File: src/rtl/eth_rx_frame.sv
// eth_rx_frame: 10BASE-T Manchester receiver. Synchronizes the raw RX line,
// recovers bits from mid-bit edges, locks on preamble/SFD, and writes the
// received bytes LSB-first into a BRAM port starting at address 0. On
// carrier loss the frame closes with length and error status.
// Optional build macro ETH_RX_CRC_EN adds a CRC-32 residue check over the
// stored bytes; without it rx_crc_ok is tied high.
//
// state | meaning
// IDLE  | line quiet, waiting for any edge
// HUNT  | bit timing acquired, shifting bits until the SFD pattern 0xD5
// DATA  | assembling payload bytes and writing them to BRAM
// CLOSE | one cycle: pulse rx_done, publish rx_len/rx_err/rx_crc_ok
module eth_rx_frame #(
  parameter int CLKS_PER_BIT = 10,
  parameter int ADDR_W       = 10,
  parameter int MAX_BYTES    = 1024
) (
  input  logic              clk,
  input  logic              rst_n,
  input  logic              eth_rx,
  output logic              bram_wr_en,
  output logic [ADDR_W-1:0] bram_wr_addr,
  output logic [7:0]        bram_wr_data,
  output logic              rx_busy,
  output logic              rx_done,
  output logic [ADDR_W:0]   rx_len,
  output logic              rx_err,
  output logic              rx_crc_ok
);

  localparam int BLANK = (3 * CLKS_PER_BIT) / 4;
  localparam int TMO   = 2 * CLKS_PER_BIT;
  localparam int BW    = $clog2(BLANK + 1);
  localparam int TW    = $clog2(TMO);
  localparam logic [BW-1:0]   BLANK_LD = BW'(BLANK);
  localparam logic [TW-1:0]   TMO_LD   = TW'(TMO - 1);
  localparam logic [ADDR_W:0] MAX_CNT  = (ADDR_W + 1)'(MAX_BYTES);

  typedef enum logic [1:0] {IDLE, HUNT, DATA, CLOSE} state_t;

  state_t            state_q, state_d;
  logic              rx_meta_q, rx_meta_d, rx_sync_q, rx_sync_d, rx_prev_q, rx_prev_d;
  logic [BW-1:0]     blank_q, blank_d;
  logic [TW-1:0]     tmo_q, tmo_d;
  logic [7:0]        shift_q, shift_d;
  logic [2:0]        bit_cnt_q, bit_cnt_d;
  logic [ADDR_W:0]   byte_cnt_q, byte_cnt_d;
  logic              ovf_q, ovf_d;
  logic              wr_en_q, wr_en_d;
  logic [ADDR_W-1:0] wr_addr_q, wr_addr_d;
  logic [7:0]        wr_data_q, wr_data_d;
  logic [ADDR_W:0]   len_q, len_d;
  logic              err_q, err_d;

  logic       edge_det, accept, timeout, bit_val;
  logic [7:0] shift_nxt;

`ifdef ETH_RX_CRC_EN
  logic [31:0] crc_q, crc_d;
  logic        crc_ok_q, crc_ok_d;

  // Reflected CRC-32 (poly 0x04C11DB7 -> 0xEDB88320), one byte, LSB first.
  function automatic logic [31:0] crc32_byte(input logic [31:0] c_in, input logic [7:0] b);
    logic [31:0] c;
    c = c_in;
    for (int i = 0; i < 8; i++) begin
      c = (c[0] ^ b[i]) ? ((c >> 1) ^ 32'hEDB88320) : (c >> 1);
    end
    return c;
  endfunction

  assign rx_crc_ok = crc_ok_q;
`else
  assign rx_crc_ok = 1'b1;
`endif

  // The first edge out of IDLE defines bit timing, so it bypasses blanking.
  assign edge_det  = rx_sync_q ^ rx_prev_q;
  assign accept    = edge_det && ((state_q == IDLE) || (blank_q == '0));
  assign timeout   = !edge_det && (tmo_q == '0);
  assign bit_val   = rx_sync_q;
  assign shift_nxt = {bit_val, shift_q[7:1]};

  assign bram_wr_en   = wr_en_q;
  assign bram_wr_addr = wr_addr_q;
  assign bram_wr_data = wr_data_q;
  assign rx_busy      = (state_q == DATA) || (state_q == CLOSE);
  assign rx_done      = (state_q == CLOSE);
  assign rx_len       = len_q;
  assign rx_err       = err_q;

  // Two-flop synchronizer plus one delayed copy for edge detection.
  always_comb begin
    rx_meta_d = eth_rx;
    rx_sync_d = rx_meta_q;
    rx_prev_d = rx_sync_q;
  end

  // Next-state, bit recovery, byte assembly and write-port logic.
  always_comb begin
    state_d    = state_q;
    blank_d    = (blank_q != '0) ? blank_q - BW'(1) : '0;
    tmo_d      = (tmo_q != '0) ? tmo_q - TW'(1) : '0;
    shift_d    = shift_q;
    bit_cnt_d  = bit_cnt_q;
    byte_cnt_d = byte_cnt_q;
    ovf_d      = ovf_q;
    wr_en_d    = 1'b0;
    wr_addr_d  = wr_addr_q;
    wr_data_d  = wr_data_q;
    len_d      = len_q;
    err_d      = err_q;
`ifdef ETH_RX_CRC_EN
    crc_d      = crc_q;
    crc_ok_d   = crc_ok_q;
`endif

    // Any edge, mid-bit or boundary, proves the carrier is still present.
    if (edge_det) tmo_d = TMO_LD;
    if (accept) blank_d = BLANK_LD;

    case (state_q)
      IDLE: begin
        if (edge_det) begin
          state_d = HUNT;
          shift_d = {bit_val, 7'd0};
        end
      end
      HUNT: begin
        if (accept) begin
          shift_d = shift_nxt;
          if (shift_nxt == 8'hD5) begin
            state_d    = DATA;
            bit_cnt_d  = 3'd0;
            byte_cnt_d = '0;
            ovf_d      = 1'b0;
`ifdef ETH_RX_CRC_EN
            crc_d      = 32'hFFFFFFFF;
`endif
          end
        end else if (timeout) begin
          state_d = IDLE;
        end
      end
      DATA: begin
        if (accept) begin
          shift_d   = shift_nxt;
          bit_cnt_d = bit_cnt_q + 3'd1;
          if (bit_cnt_q == 3'd7) begin
            if (byte_cnt_q < MAX_CNT) begin
              wr_en_d    = 1'b1;
              wr_addr_d  = byte_cnt_q[ADDR_W-1:0];
              wr_data_d  = shift_nxt;
              byte_cnt_d = byte_cnt_q + (ADDR_W + 1)'(1);
`ifdef ETH_RX_CRC_EN
              crc_d      = crc32_byte(crc_q, shift_nxt);
`endif
            end else begin
              ovf_d = 1'b1;
            end
          end
        end else if (timeout) begin
          // Status is latched here so it is already valid while rx_done is high.
          state_d = CLOSE;
          len_d   = byte_cnt_q;
          err_d   = ovf_q | (bit_cnt_q != 3'd0);
`ifdef ETH_RX_CRC_EN
          crc_ok_d = !ovf_q && (crc_q == 32'hDEBB20E3);
`endif
        end
      end
      CLOSE: begin
        state_d = IDLE;
      end
      default: begin
        state_d = IDLE;
      end
    endcase
  end

  // State and datapath registers; reset aborts any frame in flight.
  always_ff @(posedge clk or negedge rst_n) begin
    if (!rst_n) begin
      state_q    <= IDLE;
      rx_meta_q  <= 1'b0;
      rx_sync_q  <= 1'b0;
      rx_prev_q  <= 1'b0;
      blank_q    <= '0;
      tmo_q      <= '0;
      shift_q    <= '0;
      bit_cnt_q  <= '0;
      byte_cnt_q <= '0;
      ovf_q      <= 1'b0;
      wr_en_q    <= 1'b0;
      wr_addr_q  <= '0;
      wr_data_q  <= '0;
      len_q      <= '0;
      err_q      <= 1'b0;
`ifdef ETH_RX_CRC_EN
      crc_q      <= 32'hFFFFFFFF;
      crc_ok_q   <= 1'b1;
`endif
    end else begin
      state_q    <= state_d;
      rx_meta_q  <= rx_meta_d;
      rx_sync_q  <= rx_sync_d;
      rx_prev_q  <= rx_prev_d;
      blank_q    <= blank_d;
      tmo_q      <= tmo_d;
      shift_q    <= shift_d;
      bit_cnt_q  <= bit_cnt_d;
      byte_cnt_q <= byte_cnt_d;
      ovf_q      <= ovf_d;
      wr_en_q    <= wr_en_d;
      wr_addr_q  <= wr_addr_d;
      wr_data_q  <= wr_data_d;
      len_q      <= len_d;
      err_q      <= err_d;
`ifdef ETH_RX_CRC_EN
      crc_q      <= crc_d;
      crc_ok_q   <= crc_ok_d;
`endif
    end
  end

endmodule

File: config.mk
export PLATFORM = sky130hd
export DESIGN_NAME = eth_rx_frame
export DESIGN_NICKNAME = d
export VERILOG_FILES = /design/src/rtl/eth_rx_frame.sv
export SDC_FILE = /design/constraint.sdc
export NUM_CORES = 1
export LEC_CHECK = 0
export ABC_AREA = 1
export BUFFER_PORTS_ARGS = -buffer_cell sky130_fd_sc_hd__buf_2
export CORE_AREA = 2 2 99 110
export DETAILED_ROUTE_END_ITERATION = 12
export DIE_AREA = 0 0 101 112
export PLACE_DENSITY = 0.56
export SYNTH_ARGS = -nofsm -noshare
export SYNTH_HDL_FRONTEND = slang
export SYNTH_SLANG_ARGS = --single-unit
File: constraint.sdc
create_clock -name clk -period 1.8 [get_ports clk]
set_input_delay 0.36 -clock clk [delete_from_list [all_inputs] [get_ports clk]]
set_output_delay 0.36 -clock clk [all_outputs]
set_load 0.05 [all_outputs]
==> results.txt, run 1 <==
status: finished clean
CTS tree: done
Setup TNS Final: 0 ns
Buffers on Ports: 35
Leak: 1.87 nW
max-cap violation count: 0
multi-input logic area: 1220 um2
Clock Tree Buf Depth: 2
Worst Tran Pin Value: 0.563 ns
distinct cell type count of the synthesized netlist: 27
switch share: 32.5%
Seq. cell area: 1650 um2
Max Slew Vio Count: 0
Clk Latency, worst-skew pair: 0.33 ns
Clock Skew: 0.00821 ns
Compound-Gate Fraction of Synth Area: 10.6%
crit path from: state_q[0]$_DFFE_PN0P_
CP Capture Type: output pin
die area: 11,300 um2
largest family of logic cells by synthesized area: simple AND/OR/NAND/NOR gates
crit share post-route: 99.3%
starting density of the core: 29.3%
CTS sink count: 66
GR Overflow Total: 0
Setup violations, final: 0
First-pass DRT Iterations: 4
r2r startpoint: tmo_q[0]$_DFF_PN0_
Crit Path Class: reg2out
first-pass GRT wire length: 10,700 um
DRC: 0
post-synthesis mux area share: 0%
final wirelength: 6540 um
Syn Std Cell Area: 3010 um2
CP Data Arrival Time: 1.43 ns
Mapped Nets: 349
largest net degree at the start of global routing: 26
area grow syn2layout: 29.8%
Int Power: 3.38 mW
synthesis-stage register bit count: 66
cts bufs inserted: 9
YS warnings: 0
num rows: 39
DP Wirelength: 4490 um
die height: 112 um
WL per Instance: 12.5 um
Clock power frac: 37.3%
Critical Path Start Type: flop
H-tree lvl count: 3
I/O pin total: 37
Total GRT Usage: 11.9%
cells on worst reg2reg path: 10
post-synthesis xor/xnor area fraction: 2.62%
Max Clk Rate: 560 MHz
adder-cell area share of the yosys netlist: 4.16%
final hold vios: 0
initial antenna violation count: 0
Combinational Power Share: 27.6%
layout cells sized above 1: 25.7%
VDD IR-drop max: 0.000592 V
mean area per synthesized cell: 8.95 um2
register area share after synthesis: 54.9%
CTS Hold Bufs: 0
simple-gate portion of the synthesized area: 21.1%
DR vias/cell: 4.46
worst min path class: in2async
n_diodes: 0
Starting DRT DRC Count: 107
clock-pin slew on the worst setup and hold paths: 0.06 ns
design area: 3900 um2
cell count after synthesis: 336
antenna-violating nets left: 0
number of global-route vias before repair: 2,214
die width: 101 um
routability cong.: 0.827
fin crit period: 1.79 ns
Critical Path RT: 1.44 ns
sequential share of power: 35.2%
RSZ-0062 raised after global routing: true
Fillers: 1,024
NumNets Final: 409
crit-path max FO: 3
Post-DP Area: 3430 um2
core area: 10,200 um2
P per Cell Area: 1280 nW/um2
Core Util, Final: 38.1%
Slew headroom: 62.0%
total number of vias: 2,335
root buf cell: clkbuf_16
Switching Power: 1.62 mW
cell type report:
cell class | count | area share, %
flip-flops and latches | 66 | 42.4
multi-input cells | 222 | 31.3
repair buffers | 55 | 9.75
clock buffers | 10 | 5.87
well taps | 123 | 3.94
inverters | 39 | 3.91
clock inverters | 6 | 2.34
repair inverters | 3 | 0.577
cells in the final DEF (no fill, tap or decap), types with 2 or more instances in the layout:
master | Yosys | final
ha_2 | 0 | 2
nand2_4 | 3 | 2
nand4_1 | 6 | 6
nand3_1 | 19 | 19
o21ai_2 | 2 | 2
buf_6 | 1 | 2
ha_1 | 10 | 6
o21ai_0 | 31 | 31
xnor2_1 | 2 | 2
buf_12 | 0 | 3
ha_4 | 0 | 2
dfrtp_1 | 66 | 65
nor3_1 | 6 | 6
nor2_2 | 1 | 2
xor2_1 | 7 | 7
clkbuf_16 | 0 | 9
nand2_1 | 85 | 82
bufinv_16 | 0 | 2
inv_2 | 6 | 6
nand2_2 | 2 | 5
nor2_1 | 17 | 15
buf_2 | 2 | 34
o21ai_1 | 25 | 25
inv_1 | 33 | 31
clkinvlp_4 | 0 | 7
buf_4 | 1 | 15
final timing paths:
path	end	slack, ns
max in group asynchronous	shift_q[6]$_DFFE_PN0P_	1.24
worst min register to register	bit_val$_DFF_PN0_	0.35
worst min-delay path	bram_wr_addr[3]$_DFFE_PN0P_	0.02
worst max register to register	rx_len[3]$_DFFE_PN0P_	0.10
min in group clk	rx_meta_q$_DFF_PN0_	0.13
worst max-delay path	rx_busy	0.01
power by group through the flow:
stage / Clock (mW) / Sequential, mW / Combinational, mW
2_1_floorplan: 0 / 1.76 / 0.843
3_3_place_gp: 0 / 1.77 / 1.21
3_5_place_dp: 0 / 1.77 / 1.24
4_1_cts: 1.90 / 1.75 / 1.30
5_1_grt: 1.98 / 1.78 / 1.56
6_report: 1.86 / 1.76 / 1.38
repair_timing:
| item | in CTS | in global routing |
|---|---|---|
| setup buffers | 0 | 7 |
| gates cloned | 0 | 3 |
| endpoints found under the setup margin | 1 | 42 |
| resized for setup | 7 | 18 |
| pin swaps | 0 | 4 |
logic make-up after synthesis:
family | after synthesis
and+or+nand+nor | 142
DFF | 66
buffers and inverters | 48
adders and majority gates | 10
AOI/OAI and AO/OA | 60
xor gates and xnor gates | 9
other | 1
flip-flops by register name, summed over array words and instances, names as in the netlist, named ones only:
register	cells
bit_val	1
ovf_q	1
bit_cnt_q	3
rx_err	1
bram_wr_addr	10
blank_q	3
tmo_q	5
rx_meta_q	1
rx_prev_q	1
shift_q	7
state_q	1
bram_wr_data	8
byte_cnt_q	11
rx_len	11
bram_wr_en	1
critical path, stage by stage, from the launching register on:
cell and delay [ns]:
dfrtp_1 0.40, buf_6 0.14, ha_4 0.15, or2_4 0.25, buf_8 0.15
synthesized netlist by cell type:
cell,instances,area [um2]
a21oi_1,1,5.00
a21oi_4,1,16.3
buf_2,2,10.0
buf_4,1,7.51
buf_6,1,11.3
clkbuf_1,5,18.8
conb_1,1,3.75
dfrtp_1,66,1650
ha_1,10,125
inv_1,33,124
inv_2,6,22.5
nand2_1,85,319
nand2_2,2,12.5
nand2_4,3,33.8
nand3_1,19,95.1
nand3_2,1,10.0
nand4_1,6,37.5
nor2_1,17,63.8
nor2_2,1,6.26
nor2_8,1,20.0
nor3_1,6,30.0
o21ai_0,31,155
o21ai_1,25,125
o21ai_2,2,17.5
or2_2,1,6.26
xnor2_1,2,17.5
xor2_1,7,61.3
per-layer routing:
metal	GRT usage (%)	vias to the layer above	share of wire, %
li1	-	1199	-
met1	16.6	1090	48
met2	17.6	38	47
met3	2.64	8	2.9
met4	5.50	0	1.6
met5	0	-	0
through the flow:
step                      cells  hold WS [ns]  worst slack, ns  total power [mW]
after floorplan             336        0.0644           0.0386              2.60
after global placement      498         0.341            0.107              2.98
after detailed placement    498         0.339           0.0462              3.01
after CTS                   514        0.0412          0.00946              4.95
after global routing        524        0.0647          -0.0308              5.32
final                       524        0.0239           0.0129              5.00
No activity file was read; power rests on OpenSTA's default activity.
==> run 2: changes to the inputs <==
--- a/config.mk
+++ b/config.mk
@@ -10,7 +10,7 @@
 export CORE_AREA = 2 2 99 110
 export DETAILED_ROUTE_END_ITERATION = 12
 export DIE_AREA = 0 0 101 112
-export PLACE_DENSITY = 0.56
+export PLACE_DENSITY = 0.54
 export SYNTH_ARGS = -nofsm -noshare
 export SYNTH_HDL_FRONTEND = slang
 export SYNTH_SLANG_ARGS = --single-unit
==> constraint.sdc (replaced) <==
create_clock -name clk -period 1.96 [get_ports clk]
set_input_delay 0.392 -clock clk [delete_from_list [all_inputs] [get_ports clk]]
set_output_delay 0.392 -clock clk [all_outputs]
set_load 0.05 [all_outputs]
==> run 2 against run 1 <==
Sequential power fell by 9%. Non-clock buffer count fell by 12. Combinational power fell by 22%. Power fell by 6.6%. Highest routed layer unchanged.
==> results.txt, run 2 (synthesis gave the netlist of run 1 again) <==
status: finished clean
Clock Skew: 0.00535 ns
Worst path slowest cell: dfrtp_1
Starting DRT DRC Count: 93
Critical Path RT: 1.57 ns
largest net degree at the start of global routing: 37
n_diodes: 0
root buf cell: clkbuf_16
RSZ-0062 raised after global routing: false
die height: 112 um
fin crit period: 1.93 ns
Hold WS: 0.0397 ns
number of global-route vias before repair: 2,218
WP buf/inv: 2
antenna-violating nets left: 0
crit share post-route: 98.3%
Worst Tran Pin Value: 0.520 ns
die area: 11,300 um2
design area: 3790 um2
first-pass GRT wire length: 10,500 um
critical path, cell by cell: buf_4 > ha_2 > or2_2 > buf_6
First-pass DRT Iterations: 5
reg2reg end: byte_cnt_q[2]$_DFFE_PN0P_
cells on worst reg2reg path: 9
Critical Path Start Type: flop
Slew headroom: 65.4%
Buffers on Ports: 35
Setup violations, final: 0
DRC: 0
CP Capture Type: output pin
Max Slew Vio Count: 0
Setup TNS Final: 0 ns
layout cells sized above 1: 21.6%
reg-to-reg slack, setup: 0.17 ns
cts bufs inserted: 9
worst min path class: in2async
NumNets Final: 396
area grow syn2layout: 26.1%
Switching Power: 1.41 mW
routability cong.: 0.809
CP Data Arrival Time: 1.53 ns
Max Clk Rate: 519 MHz
DP Wirelength: 4420 um
Total GRT Usage: 11.6%
CTS sink count: 66
core area: 10,200 um2
total number of vias: 2,307
clock-pin slew on the worst setup and hold paths: 0.06 ns
starting density of the core: 29.3%
Clock power frac: 42.5%
crit-path max FO: 5
final wirelength: 6230 um
switch share: 30.1%
Clock Tree Buf Depth: 2
Int Power: 3.27 mW
commonest non-fill, non-tap cell in the layout: nand2_1
Post-DP Area: 3370 um2
die width: 101 um
Fillers: 1,028
critical path's top delay family: flip-flops
DR vias/cell: 4.51
I/O pin total: 37
sequential share of power: 34.5%
Leak: 1.84 nW
P per Cell Area: 1230 nW/um2
H-tree lvl count: 3
VDD IR-drop max: 0.000469 V
num rows: 39
most frequent cells in the layout: nand2_1, dfrtp_1, buf_2
initial antenna violation count: 0
WL per Instance: 12.2 um
CP peak stage delay: 0.38 ns
Crit Path Class: reg2out
GR Overflow Total: 0
final hold vios: 0
max-cap violation count: 0
Combinational Power Share: 23.0%
Clk Latency, worst-skew pair: 0.32 ns
CTS tree: done
[run 2: how the worst max path moves through the flow]
| stage | cells past startpoint | end | start |
|---|---|---|---|
| 3_5_place_dp | 6 | rx_len[7]$_DFFE_PN0P_ | state_q[0]$_DFFE_PN0P_ |
| 4_1_cts | 4 | rx_busy | state_q[0]$_DFFE_PN0P_ |
| 6_report | 4 | rx_busy | state_q[0]$_DFFE_PN0P_ |
| 3_3_place_gp | 9 | byte_cnt_q[2]$_DFFE_PN0P_ | state_q[0]$_DFFE_PN0P_ |
| 5_1_grt | 4 | rx_busy | state_q[0]$_DFFE_PN0P_ |
| 2_1_floorplan | 5 | rx_busy | state_q[0]$_DFFE_PN0P_ |
[run 2: timing repair]
action	4_1_cts	5_1_grt
hold endpoints to repair	0	0
buffers inserted	1	0
hold buffers	0	0
gates resized for setup	3	7
setup endpoints to repair	1	9
gates cloned	0	2
[run 2: power groups by stage]
stage | logic [mW] | clock network, mW | registers [mW]
finish | 1.08 | 1.99 | 1.61
floorplan | 0.765 | 0 | 1.61
global placement | 1.01 | 0 | 1.64
detailed placement | 1.03 | 0 | 1.65
global route | 1.21 | 2.10 | 1.64
CTS | 1.08 | 2.03 | 1.61
[run 2: per-stage QoR]
step / power (mW) / worst slack [ns] / std cells / util (%)
3_5_place_dp: 2.68 / 0.134 / 492 / 32.8
2_1_floorplan: 2.38 / 0.0220 / 336 / -
5_1_grt: 4.94 / 0.00327 / 511 / 37.0
3_3_place_gp: 2.65 / 0.170 / 492 / 32.8
4_1_cts: 4.72 / 0.00398 / 509 / 36.7
6_report: 4.68 / 0.0339 / 511 / 37.0
[run 2: area by class of cell]
class | count | area, um2 | area share [%]
clock buffer | 10 | 239 | 6.31
inverter | 39 | 150 | 3.96
clock inverter | 6 | 138 | 3.63
sequential | 66 | 1650 | 43.6
multi-input combinational | 222 | 1180 | 31.0
timing repair buffer | 43 | 267 | 7.03
tap | 123 | 154 | 4.06
timing repair inverter | 2 | 15.0 | 0.396
[run 2: per-layer routing]
| metal | up-vias | GRT usage (%) | wire (um) |
|---|---|---|---|
| li1 | 1175 | - | - |
| met1 | 1085 | 16.2 | 3140 |
| met2 | 38 | 17.5 | 2840 |
| met3 | 9 | 2.07 | 155 |
| met4 | 0 | 5.14 | 91 |
| met5 | - | 0 | 0 |
==> run 3: changes to the inputs <==
==> config.mk (replaced) <==
export PLATFORM = sky130hd
export DESIGN_NAME = eth_rx_frame
export DESIGN_NICKNAME = d
export VERILOG_FILES = /design/src/rtl/eth_rx_frame.sv
export SDC_FILE = /design/constraint.sdc
export NUM_CORES = 1
export LEC_CHECK = 0
export ABC_AREA = 0
export BUFFER_PORTS_ARGS = -buffer_cell sky130_fd_sc_hd__buf_2
export CORE_AREA = 2 2 97 109
export DETAILED_ROUTE_END_ITERATION = 12
export DIE_AREA = 0 0 99 111
export PLACE_DENSITY = 0.54
export SYNTH_ARGS = -nofsm -noshare
export SYNTH_HDL_FRONTEND = slang
export SYNTH_SLANG_ARGS = --single-unit
export TNS_END_PERCENT = 20
==> run 3 against run 2 <==
Combinational power grew 20%. Cell area grew 2.6%. Maximum frequency shrank 0.54%. Hold slack gained 0.026 ns. Setup slack lost 0.010 ns. Register-to-register slack lost 0.13 ns. Via count shrank 12%. Sequential share of layout area shrank 1.1 points. Largest cell class unchanged. Largest power group unchanged.
==> results.txt, run 3 <==
status: finished clean
DRC: 0
First-pass DRT Iterations: 4
Max Clk Rate: 516 MHz
Clock Skew: 0.00764 ns
mean area per synthesized cell: 12.5 um2
Syn Std Cell Area: 2910 um2
starting density of the core: 29.0%
EDFF count, synth: 0
CP Capture Type: output pin
design area: 3890 um2
fin crit period: 1.94 ns
Synth area leader: dfrtp_1
die area: 11,000 um2
die width: 99 um
n_diodes: 0
max-cap violation count: 0
total number of vias: 2,022
reg-to-reg slack, setup: 0.04 ns
distinct cell type count of the synthesized netlist: 47
CTS Hold Bufs: 0
r2r startpoint: state_q[0]$_DFFE_PN0P_
Post-synth top flop: dfrtp_1
DR vias/cell: 4.67
Max Slew Vio Count: 0
GR Overflow Total: 0
worst min path class: in2async
Setup violations, final: 0
crit-path max FO: 3
area grow syn2layout: 33.8%
CTS tree: done
Fillers: 953
WL per Instance: 14.4 um
Synth top cells by count: dfrtp_1, mux2_2, nor2_1
P per Cell Area: 1240 nW/um2
cell count after synthesis: 233
number of global-route vias before repair: 2,097
VDD IR-drop max: 0.000574 V
NumNets Final: 318
Crit Path Class: reg2out
top cells by area, synth: dfrtp_1, mux2_2, ha_1
Starting DRT DRC Count: 77
Async S/R FF share, synth: 100%
die height: 111 um
clock-pin slew on the worst setup and hold paths: 0.05 ns
commonest non-fill, non-tap cell in the layout: dfrtp_1
first-pass GRT wire length: 10,500 um
Setup TNS Final: 0 ns
CP Data Arrival Time: 1.54 ns
Total GRT Usage: 12.3%
synthesis-stage register bit count: 66
YS warnings: 0
Buffers on Ports: 35
Critical Path RT: 1.57 ns
most common cell in the synthesized netlist: dfrtp_1
layout cells sized above 1: 43.9%
cells on worst reg2reg path: 7
final wirelength: 6260 um
H-tree lvl count: 3
reg2reg end: byte_cnt_q[5]$_DFFE_PN0P_
initial antenna violation count: 0
post-synth top area share: 56.8%
RSZ-0062 raised after global routing: true
core area: 10,000 um2
CTS sink count: 66
cts bufs inserted: 9
register area share after synthesis: 56.8%
root buf cell: clkbuf_16
largest net degree at the start of global routing: 67
DP Wirelength: 4170 um
Clock Tree Buf Depth: 2
crit share post-route: 98.8%
most frequent cells in the layout: dfrtp_1, buf_2, mux2_2, buf_4, nor2_1
Post-DP Area: 3380 um2
Critical Path Start Type: flop
crit path from: state_q[0]$_DFFE_PN0P_
final hold vios: 0
Mapped Nets: 246
antenna-violating nets left: 0
routability cong.: 0.766
num rows: 39
Leak: 1.93 nW
I/O pin total: 37
Clk Latency, worst-skew pair: 0.34 ns
## run 3: cell types whose count changed after synthesis, sizes merged, moves of 5 or more
cell and change:
mux2 +31, o21ai -48, inv -29, nand2 -78, xnor2 +7, a32o +6, nand3 -15, nor4 +5
xor2 -7
## run 3: worst max-delay path by stage
stage	end	slack, ns	cells past startpoint
floorplan	byte_cnt_q[5]$_DFFE_PN0P_	-0.05	8
global placement	flop	0.06	5
detailed placement	flop	0.002	5
CTS	rx_busy	0.003	5
global route	rx_busy	-0.02	5
finish	rx_busy	0.02	5
## run 3: routing by layer
layer,vias to the layer above,global-route usage (%),part of all wire [%]
met5,-,0,0
met4,0,7.40,2.8
met3,12,3.15,3.1
met2,30,18.6,47
met1,1007,15.8,47
li1,973,-,-
## run 3: timing repair
action / in CTS / in global routing
resized for setup: 12 / 12
endpoints found under the setup margin: 2 / 30
pin swaps: 1 / 4
buffers inserted: 2 / 7
hold endpoints to repair: 0 / 0
## run 3: cells by family (layout without fill, tap and decap cells)
kind of cell / Yosys count / in the layout / share of synthesized area [%]
flops: 66 / 66 / 56.8
simple gates: 63 / 63 / 12.0
compound gates: 35 / 35 / 8.83
mux: 31 / 31 / 12.0
buf+inv: 18 / 95 / 3.19
fa+ha+maj: 10 / 10 / 4.31
xor+xnor: 9 / 9 / 2.71
other cells: 1 / 1 / 0.129
## run 3: layout make-up
type	instances	area (um2)	share of cell area (%)
inverters	10	37.5	0.966
multi-input cells	149	1240	31.9
clock buffers	9	225	5.79
well taps	123	154	3.96
clock inverters	7	118	3.03
repair buffers	69	460	11.8
flip-flops and latches	66	1650	42.5
## run 3: where the power goes
part | leakage [nW] | total (mW) | internal, mW | switching [mW]
clock network | 0.169 | 1.84 | 1.24 | 0.602
registers | 0.885 | 1.67 | 1.52 | 0.150
logic | 0.872 | 1.30 | 0.631 | 0.668
## run 3: per-stage QoR
| stage | total power [mW] | worst slack (ns) | hold WS (ns) | instances | utilization [%] |
|---|---|---|---|---|---|
| global route | 5.07 | -0.0187 | 0.0986 | 433 | 38.9 |
| detailed placement | 2.76 | 0.00170 | 0.338 | 408 | 33.8 |
| floorplan | 2.34 | -0.0544 | 0.0964 | 233 | - |
| CTS | 4.72 | 0.00320 | 0.0763 | 426 | 37.8 |
| finish | 4.82 | 0.0235 | 0.0657 | 433 | 38.9 |
| global placement | 2.73 | 0.0570 | 0.333 | 408 | 33.8 |
## run 3: critical path, cell delays in order (launching register included)
cell	delay (ns)
dfrtp_1	0.41
buf_6	0.13
buf_4	0.13
ha_4	0.16
or2_4	0.23
buf_8	0.15
